### config.mk
export PLATFORM = sky130hd
export DESIGN_NAME = r5fp_mac_sched
export DESIGN_NICKNAME = d
export VERILOG_FILES = /design/src/rtl/r5fp_mac_sched.sv
export SDC_FILE = /design/constraint.sdc
export NUM_CORES = 1
export LEC_CHECK = 0
export CAP_MARGIN = 15
export CORE_MARGIN = 4
export CORE_UTILIZATION = 40
export CTS_CLUSTER_DIAMETER = 50
export DETAILED_ROUTE_END_ITERATION = 6
export PLACE_DENSITY_LB_ADDON = 0.08
export SLEW_MARGIN = 10
export SYNTH_ARGS = -nofsm -noshare
export SYNTH_HDL_FRONTEND = slang
export SYNTH_SLANG_ARGS = --single-unit
### constraint.sdc
create_clock -name clk -period 2.97 [get_ports clk]
set_clock_uncertainty 0.15 [all_clocks]
set_input_delay 0.297 -clock clk [delete_from_list [all_inputs] [get_ports clk]]
set_output_delay 0.297 -clock clk [all_outputs]
set_load 0.005 [all_outputs]
### src/rtl/r5fp_mac_sched.sv
// r5fp_mac_sched: shares one fixed-latency R5FP fused multiply-add datapath
// (a*b+c) among N_REQ requesters. A round-robin arbiter issues at most one
// op per cycle. Issue is credit-gated, so that every in-flight op has a
// reserved slot in its requester's response FIFO. Results come back in order
// per requester through valid/ready response ports.
// Optional feature macro: R5FP_SCHED_FLAG_ACC_EN adds per-requester sticky
// status accumulation (flag_acc) with a clear input (flag_clr).
module r5fp_mac_sched #(
    parameter  int EXP_W   = 8,
    parameter  int SIG_W   = 23,
    parameter  int N_REQ   = 2,
    parameter  int MAC_LAT = 1,
    parameter  int FIFO_D  = 2,
    localparam int W       = EXP_W + SIG_W + 1,
    localparam int IW      = (N_REQ > 1) ? $clog2(N_REQ) : 1
) (
    input  logic                 clk,
    input  logic                 reset,
    input  logic [N_REQ-1:0]     req_valid,
    output logic [N_REQ-1:0]     req_ready,
    input  logic [N_REQ*W-1:0]   req_a,
    input  logic [N_REQ*W-1:0]   req_b,
    input  logic [N_REQ*W-1:0]   req_c,
    input  logic [N_REQ*3-1:0]   req_rnd,
    output logic [W-1:0]         mac_a,
    output logic [W-1:0]         mac_b,
    output logic [W-1:0]         mac_c,
    output logic [2:0]           mac_rnd,
    input  logic [W-1:0]         mac_z,
    input  logic [7:0]           mac_status,
    output logic [N_REQ-1:0]     rsp_valid,
    input  logic [N_REQ-1:0]     rsp_ready,
    output logic [N_REQ*W-1:0]   rsp_z,
    output logic [N_REQ*8-1:0]   rsp_status
`ifdef R5FP_SCHED_FLAG_ACC_EN
    ,
    output logic [N_REQ*8-1:0]   flag_acc,
    input  logic [N_REQ-1:0]     flag_clr
`endif
);

    localparam int            CW    = $clog2(FIFO_D + 1);
    localparam int            AW    = (FIFO_D > 1) ? $clog2(FIFO_D) : 1;
    localparam logic [AW-1:0] AMASK = AW'(FIFO_D - 1);

    // Control state
    logic [IW-1:0] ptr_q, ptr_d;
    logic [CW-1:0] cred_q [N_REQ];
    logic [CW-1:0] cnt_q  [N_REQ];
    logic [AW-1:0] rd_q   [N_REQ];
    logic [AW-1:0] wr_q   [N_REQ];
    logic          tv_q   [MAC_LAT];
    logic [IW-1:0] tt_q   [MAC_LAT];

    // Response storage: {z, status} per slot
    logic [W+7:0]  mem_q  [N_REQ][FIFO_D];
    logic [W+7:0]  head_e [N_REQ];

    logic [N_REQ-1:0] elig, grant, pop, push;
    logic [IW-1:0]    win;
    logic             gnt_any;
    logic             found;
    int               j;

    // Eligibility: request pending and a response slot still unreserved
    always_comb begin
        elig = '0;
        for (int i = 0; i < N_REQ; i++) begin
            elig[i] = req_valid[i] && (cred_q[i] < CW'(FIFO_D));
        end
    end

    // Round-robin pick: first eligible index scanning upward from ptr
    always_comb begin
        grant = '0;
        win   = '0;
        found = 1'b0;
        j     = 0;
        for (int k = 0; k < N_REQ; k++) begin
            j = int'(ptr_q) + k;
            if (j >= N_REQ) j = j - N_REQ;
            if (!found && elig[j]) begin
                found    = 1'b1;
                win      = IW'(j);
                grant[j] = 1'b1;
            end
        end
    end

    assign gnt_any   = |grant;
    // Grants are suppressed while reset is held so no handshake is seen
    assign req_ready = reset ? grant : '0;

    // Next pointer: one past the winner, wrapping at N_REQ
    always_comb begin
        ptr_d = ptr_q;
        if (gnt_any) begin
            ptr_d = (win == IW'(N_REQ - 1)) ? '0 : win + 1'b1;
        end
    end

    // Capture target decoded from the oldest tag stage
    always_comb begin
        push = '0;
        if (tv_q[MAC_LAT-1]) push[tt_q[MAC_LAT-1]] = 1'b1;
    end

    // FIFO heads drive the response ports; empty FIFOs present zero
    always_comb begin
        rsp_valid  = '0;
        rsp_z      = '0;
        rsp_status = '0;
        pop        = '0;
        for (int i = 0; i < N_REQ; i++) begin
            head_e[i]            = mem_q[i][rd_q[i] & AMASK];
            rsp_valid[i]         = (cnt_q[i] != '0);
            pop[i]               = rsp_valid[i] && rsp_ready[i];
            rsp_z[i*W +: W]      = rsp_valid[i] ? head_e[i][W+7:8] : '0;
            rsp_status[i*8 +: 8] = rsp_valid[i] ? head_e[i][7:0]   : '0;
        end
    end

    // Arbiter pointer, credits and FIFO pointers/occupancy
    always_ff @(posedge clk or negedge reset) begin
        if (!reset) begin
            ptr_q <= '0;
            for (int i = 0; i < N_REQ; i++) begin
                cred_q[i] <= '0;
                cnt_q[i]  <= '0;
                rd_q[i]   <= '0;
                wr_q[i]   <= '0;
            end
        end else begin
            ptr_q <= ptr_d;
            for (int i = 0; i < N_REQ; i++) begin
                cred_q[i] <= cred_q[i] + CW'(grant[i]) - CW'(pop[i]);
                cnt_q[i]  <= cnt_q[i] + CW'(push[i]) - CW'(pop[i]);
                if (pop[i])  rd_q[i] <= rd_q[i] + 1'b1;
                if (push[i]) wr_q[i] <= wr_q[i] + 1'b1;
            end
        end
    end

    // Tag pipe tracks which requester owns each op inside the datapath
    always_ff @(posedge clk or negedge reset) begin
        if (!reset) begin
            for (int s = 0; s < MAC_LAT; s++) begin
                tv_q[s] <= 1'b0;
                tt_q[s] <= '0;
            end
        end else begin
            tv_q[0] <= gnt_any;
            tt_q[0] <= win;
            for (int s = 1; s < MAC_LAT; s++) begin
                tv_q[s] <= tv_q[s-1];
                tt_q[s] <= tt_q[s-1];
            end
        end
    end

    // Launch registers: load winner operands, hold when nothing is granted
    always_ff @(posedge clk or negedge reset) begin
        if (!reset) begin
            mac_a   <= '0;
            mac_b   <= '0;
            mac_c   <= '0;
            mac_rnd <= '0;
        end else if (gnt_any) begin
            mac_a   <= req_a[int'(win)*W +: W];
            mac_b   <= req_b[int'(win)*W +: W];
            mac_c   <= req_c[int'(win)*W +: W];
            mac_rnd <= req_rnd[int'(win)*3 +: 3];
        end
    end

    // Response storage write; credits guarantee the target slot is free
    always_ff @(posedge clk) begin
        for (int i = 0; i < N_REQ; i++) begin
            if (push[i]) mem_q[i][wr_q[i] & AMASK] <= {mac_z, mac_status};
        end
    end

`ifdef R5FP_SCHED_FLAG_ACC_EN
    logic [7:0] flag_q [N_REQ];

    // Sticky OR of popped status; a pop in the clear cycle survives the clear
    always_ff @(posedge clk or negedge reset) begin
        if (!reset) begin
            for (int i = 0; i < N_REQ; i++) flag_q[i] <= '0;
        end else begin
            for (int i = 0; i < N_REQ; i++) begin
                if (pop[i]) begin
                    flag_q[i] <= (flag_clr[i] ? 8'h00 : flag_q[i]) | head_e[i][7:0];
                end else if (flag_clr[i]) begin
                    flag_q[i] <= 8'h00;
                end
            end
        end
    end

    // Flatten accumulated flags onto the output bus
    always_comb begin
        flag_acc = '0;
        for (int i = 0; i < N_REQ; i++) flag_acc[i*8 +: 8] = flag_q[i];
    end
`endif

endmodule
==> impl_metrics.env, run 1 <==
export IMPL_cts_inserted_buffers=31
export IMPL_fp_dieH_um=174.2
export IMPL_synth_top_flop_cell="sky130_fd_sc_hd__edfxtp_1"
export IMPL_path_max_fanout=17
export IMPL_synth_fp_nets=994
export IMPL_pre_cts_slack_ns=0.6122
export IMPL_first_global_vias=8363
export IMPL_cp_startpoint="rd_q[1]"
export IMPL_root_buffer="sky130_fd_sc_hd__clkbuf_16"
export IMPL_synthDominantAreaCellType="sky130_fd_sc_hd__edfxtp_1"
export IMPL_synthMostInstantiatedCell="sky130_fd_sc_hd__edfxtp_1"
export IMPL_number_of_antenna_violations_at_the_first_check_in_global_routing=3
export IMPL_chipWidth_um=174.2
export IMPL_drt_iter0_drc=469
export IMPL_max_cap_violations=0
export IMPL_synth_top_cells_by_area="sky130_fd_sc_hd__edfxtp_1 43%, sky130_fd_sc_hd__dfrtp_1 26%, sky130_fd_sc_hd__a221o_1 9.0%"
export IMPL_detail_route_drc_violations=0
export IMPL_slew_viol_final=0
export IMPL_synth_top_cells_by_count="160 x sky130_fd_sc_hd__edfxtp_1, 114 x sky130_fd_sc_hd__dfrtp_1, 101 x sky130_fd_sc_hd__and3_1, 99 x sky130_fd_sc_hd__a221o_1, 85 x sky130_fd_sc_hd__nor2_1"
export IMPL_synth_edff_count=160
export IMPL_place_congestion=0.8541
export IMPL_timing_critical_path_buf_inv=2
export IMPL_power_density_nw_per_um2=992.6
export IMPL_critPathArrivalTime_ns=2.26
export IMPL_setup_tns_final_ns=0
export IMPL_synth_yosys_warnings=0
export IMPL_clock_transition_at_path_regs_ns=0.06
export IMPL_finalWorstSetupSlack_ns=0.2600
export IMPL_timing_final_setup_violations=0
export IMPL_htree_levels=1
export IMPL_grt_first_pass_wirelength_um=51570
export IMPL_ctsLongestPathBuffers=3
export IMPL_worst_r2r_startpoint="cnt_q[2]"
export IMPL_slew_headroom=0.5130
export IMPL_worst_setup_path_end_kind="primary output"
export IMPL_critical_path_slowest_cell="sky130_fd_sc_hd__dfrtp_2"
export IMPL_hold_class="in2async"
export IMPL_synth_seq_cells=274
export IMPL_final_antenna_net_count=0
export IMPL_crit_family="buffers and inverters"
export IMPL_drt_total_wl_um=34800
export IMPL_effective_utilization_at_floorplan=0.4077
export IMPL_syn_avg_cell_area_um2=14.89
export IMPL_clock_tree_from_tritoncts="built"
export IMPL_run_status="completed"
export IMPL_min_period_ns=2.710
export IMPL_met3_wirelength_um=2891
export IMPL_worst_skew_pair_late_latency_ns=0.55
export IMPL_max_used_layer="met4"
export IMPL_cp_required_ns=2.52
export IMPL_maximum_resistive_drop_on_vdd_uv=485.9
export IMPL_grt_start_max_net_pins=101
export IMPL_fraction_of_layout_cells_with_a_size_suffix_above_1=0.06841
export IMPL_global_route_usage_total=0.2187
export IMPL_fin_nets=1411
export IMPL_fp_dieArea_um2=30350
export IMPL_port_buffers=426
export IMPL_crit_chain="buf_12 -> mux2i_1 -> nor2_1 -> clkdlybuf4s50_1"
export IMPL_via_count=8003
export IMPL_netlist_instances=742
export IMPL_fmaxAchievable_mhz=369.0
export IMPL_hold_viol=0
export IMPL_critical_path_max_stage_delay_ns=0.67
export IMPL_top_level_i_o_count=427
export IMPL_standard_cell_core_area_um2=27100
export IMPL_drt_pass1_iterations=4
export IMPL_routed_wl_per_cell_um=22.32
export IMPL_fin_area_um2=16710
export IMPL_final_period_utilization=0.9124
export IMPL_timing_critical_path_from_type="flop"
export IMPL_via_per_inst=5.133
export IMPL_globalRouteOverflowTotal=0
export IMPL_rows=60
export IMPL_area_growth_pct=51.21
export IMPL_yosysSeqAreaShare=0.6930
export IMPL_number_of_unique_standard_cell_types_used_by_synthesis=22
export IMPL_postLayoutCoreUtil=0.6165
export IMPL_async_reset_ff_frac=0.4161
export IMPL_wl_met1_um=13600
export IMPL_timing_worst_setup_path_type="reg2out"
export IMPL_area_after_dpl_um2=15740
export IMPL_tritoncts_num_sinks=274
export IMPL_grt_setup_unrepaired="no"
export IMPL_dp_final_hpwl_um=23530
export IMPL_leakage_power_summed_over_all_cells_nw=6.837
export IMPL_wl_met2_um=17600
export IMPL_synth_area_um2=11050
export IMPL_tightest_slew_ns=0.7305
export IMPL_synth_top_area_share=0.4348
-- report_power, final --
| group | internal [W] | switching [W] | leakage (nW) |
|---|---|---|---|
| combinational | 0.00397 | 0.00307 | 3.50 |
| clock | 0.00202 | 0.00153 | 0.483 |
| sequential | 0.00531 | 0.000675 | 2.86 |
-- logic make-up after synthesis --
logic type | count (synthesis) | synth area share
DFF | 274 | 0.6930
buffers and inverters | 70 | 0.03284
AOI/OAI and AO/OA | 101 | 0.09116
xor gates and xnor gates | 12 | 0.009512
and+or+nand+nor | 197 | 0.09195
muxes | 80 | 0.07247
adders and majority gates | 8 | 0.009059
-- final timing paths --
kind,slack (ns),cells after the start,to
max in group asynchronous,0.98,4,mac_b[22]
worst min register to register,0.33,1,cred_q[0]
worst max-delay path,0.26,4,rsp_z[19]
worst max register to register,0.83,8,cred_q[3]
min in group clk,0.20,2,mac_c[4]
worst min-delay path,0.06,2,mac_c[8]
-- layer usage --
metal / GRT usage / vias up
li1: - / 3687
met5: 0 / -
met3: 0.06851 / 45
met1: 0.2642 / 3953
met2: 0.3837 / 318
met4: 0.05114 / 0
-- worst reg2reg max path, delay by kind of cell (launching register included) --
kind,cells,cell delay (ns)
buffers and inverters,2,0.13
flip-flops,1,0.41
XOR/XNOR,2,0.33
adder cells (fa/ha/maj),2,0.49
AND/OR/NAND/NOR,2,0.57
-- layout by cell type (no fill, tap or decap), drive strengths merged, types with 2 or more instances in the layout --
cell type / netlist / layout
nor2b: 2 / 2
nand2b: 2 / 2
nand2: 2 / 2
clkinv: 0 / 15
inv: 9 / 14
xor2: 2 / 2
ha: 8 / 8
edfxtp: 160 / 160
mux2i: 80 / 80
nor2: 86 / 86
clkdlybuf4s50: 0 / 425
a221o: 99 / 99
dfrtp: 114 / 114
and2: 3 / 3
and3: 101 / 101
clkbuf: 31 / 37
diode: 0 / 3
xnor2: 10 / 10
buf: 30 / 19
-- sequential cells by signal, summed over array words and instances, names as in the netlist --
register / cells
ptr_q: 1
mac_a: 32
wr_q: 2
mac_rnd: 3
cred_q: 4
rd_q: 2
mac_b: 32
tt_q: 1
tv_q: 1
mac_c: 32
cnt_q: 4
mem_q: 160
-- through the flow --
| step | hold WS, ns | power (W) | instances |
|---|---|---|---|
| 4_1_cts | 0.05715 | 0.01681 | 1556 |
| 3_3_place_gp | 0.02513 | 0.01312 | 1497 |
| 6_report | 0.06388 | 0.01658 | 1559 |
| 2_1_floorplan | -0.1486 | 0.008913 | 742 |
| 3_5_place_dp | 0.02555 | 0.01314 | 1497 |
| 5_1_grt | 0.05894 | 0.01750 | 1559 |
-- cell type report --
class                      instances  area (um^2)
tap                              372        465.4
multi-input combinational        398         3080
inverter                           9        33.78
timing repair buffer             445         4507
clock inverter                    21        155.1
sequential                       274         7660
antenna                            3        7.507
clock buffer                      37        798.3
fill                            2150        10390
-- repair_timing --
item,CTS,global route
hold buffers,1,0
hold endpoints to repair,60,0
setup buffers,0,0
resized for setup,0,0
Power figures use the tool's default switching activity.
==> run 2: changes to the inputs <==
CAP_MARGIN = 0   (was 15)
==> results of run 2 <==
No change in the layout: final DEF, timing and power equal those of run 1.
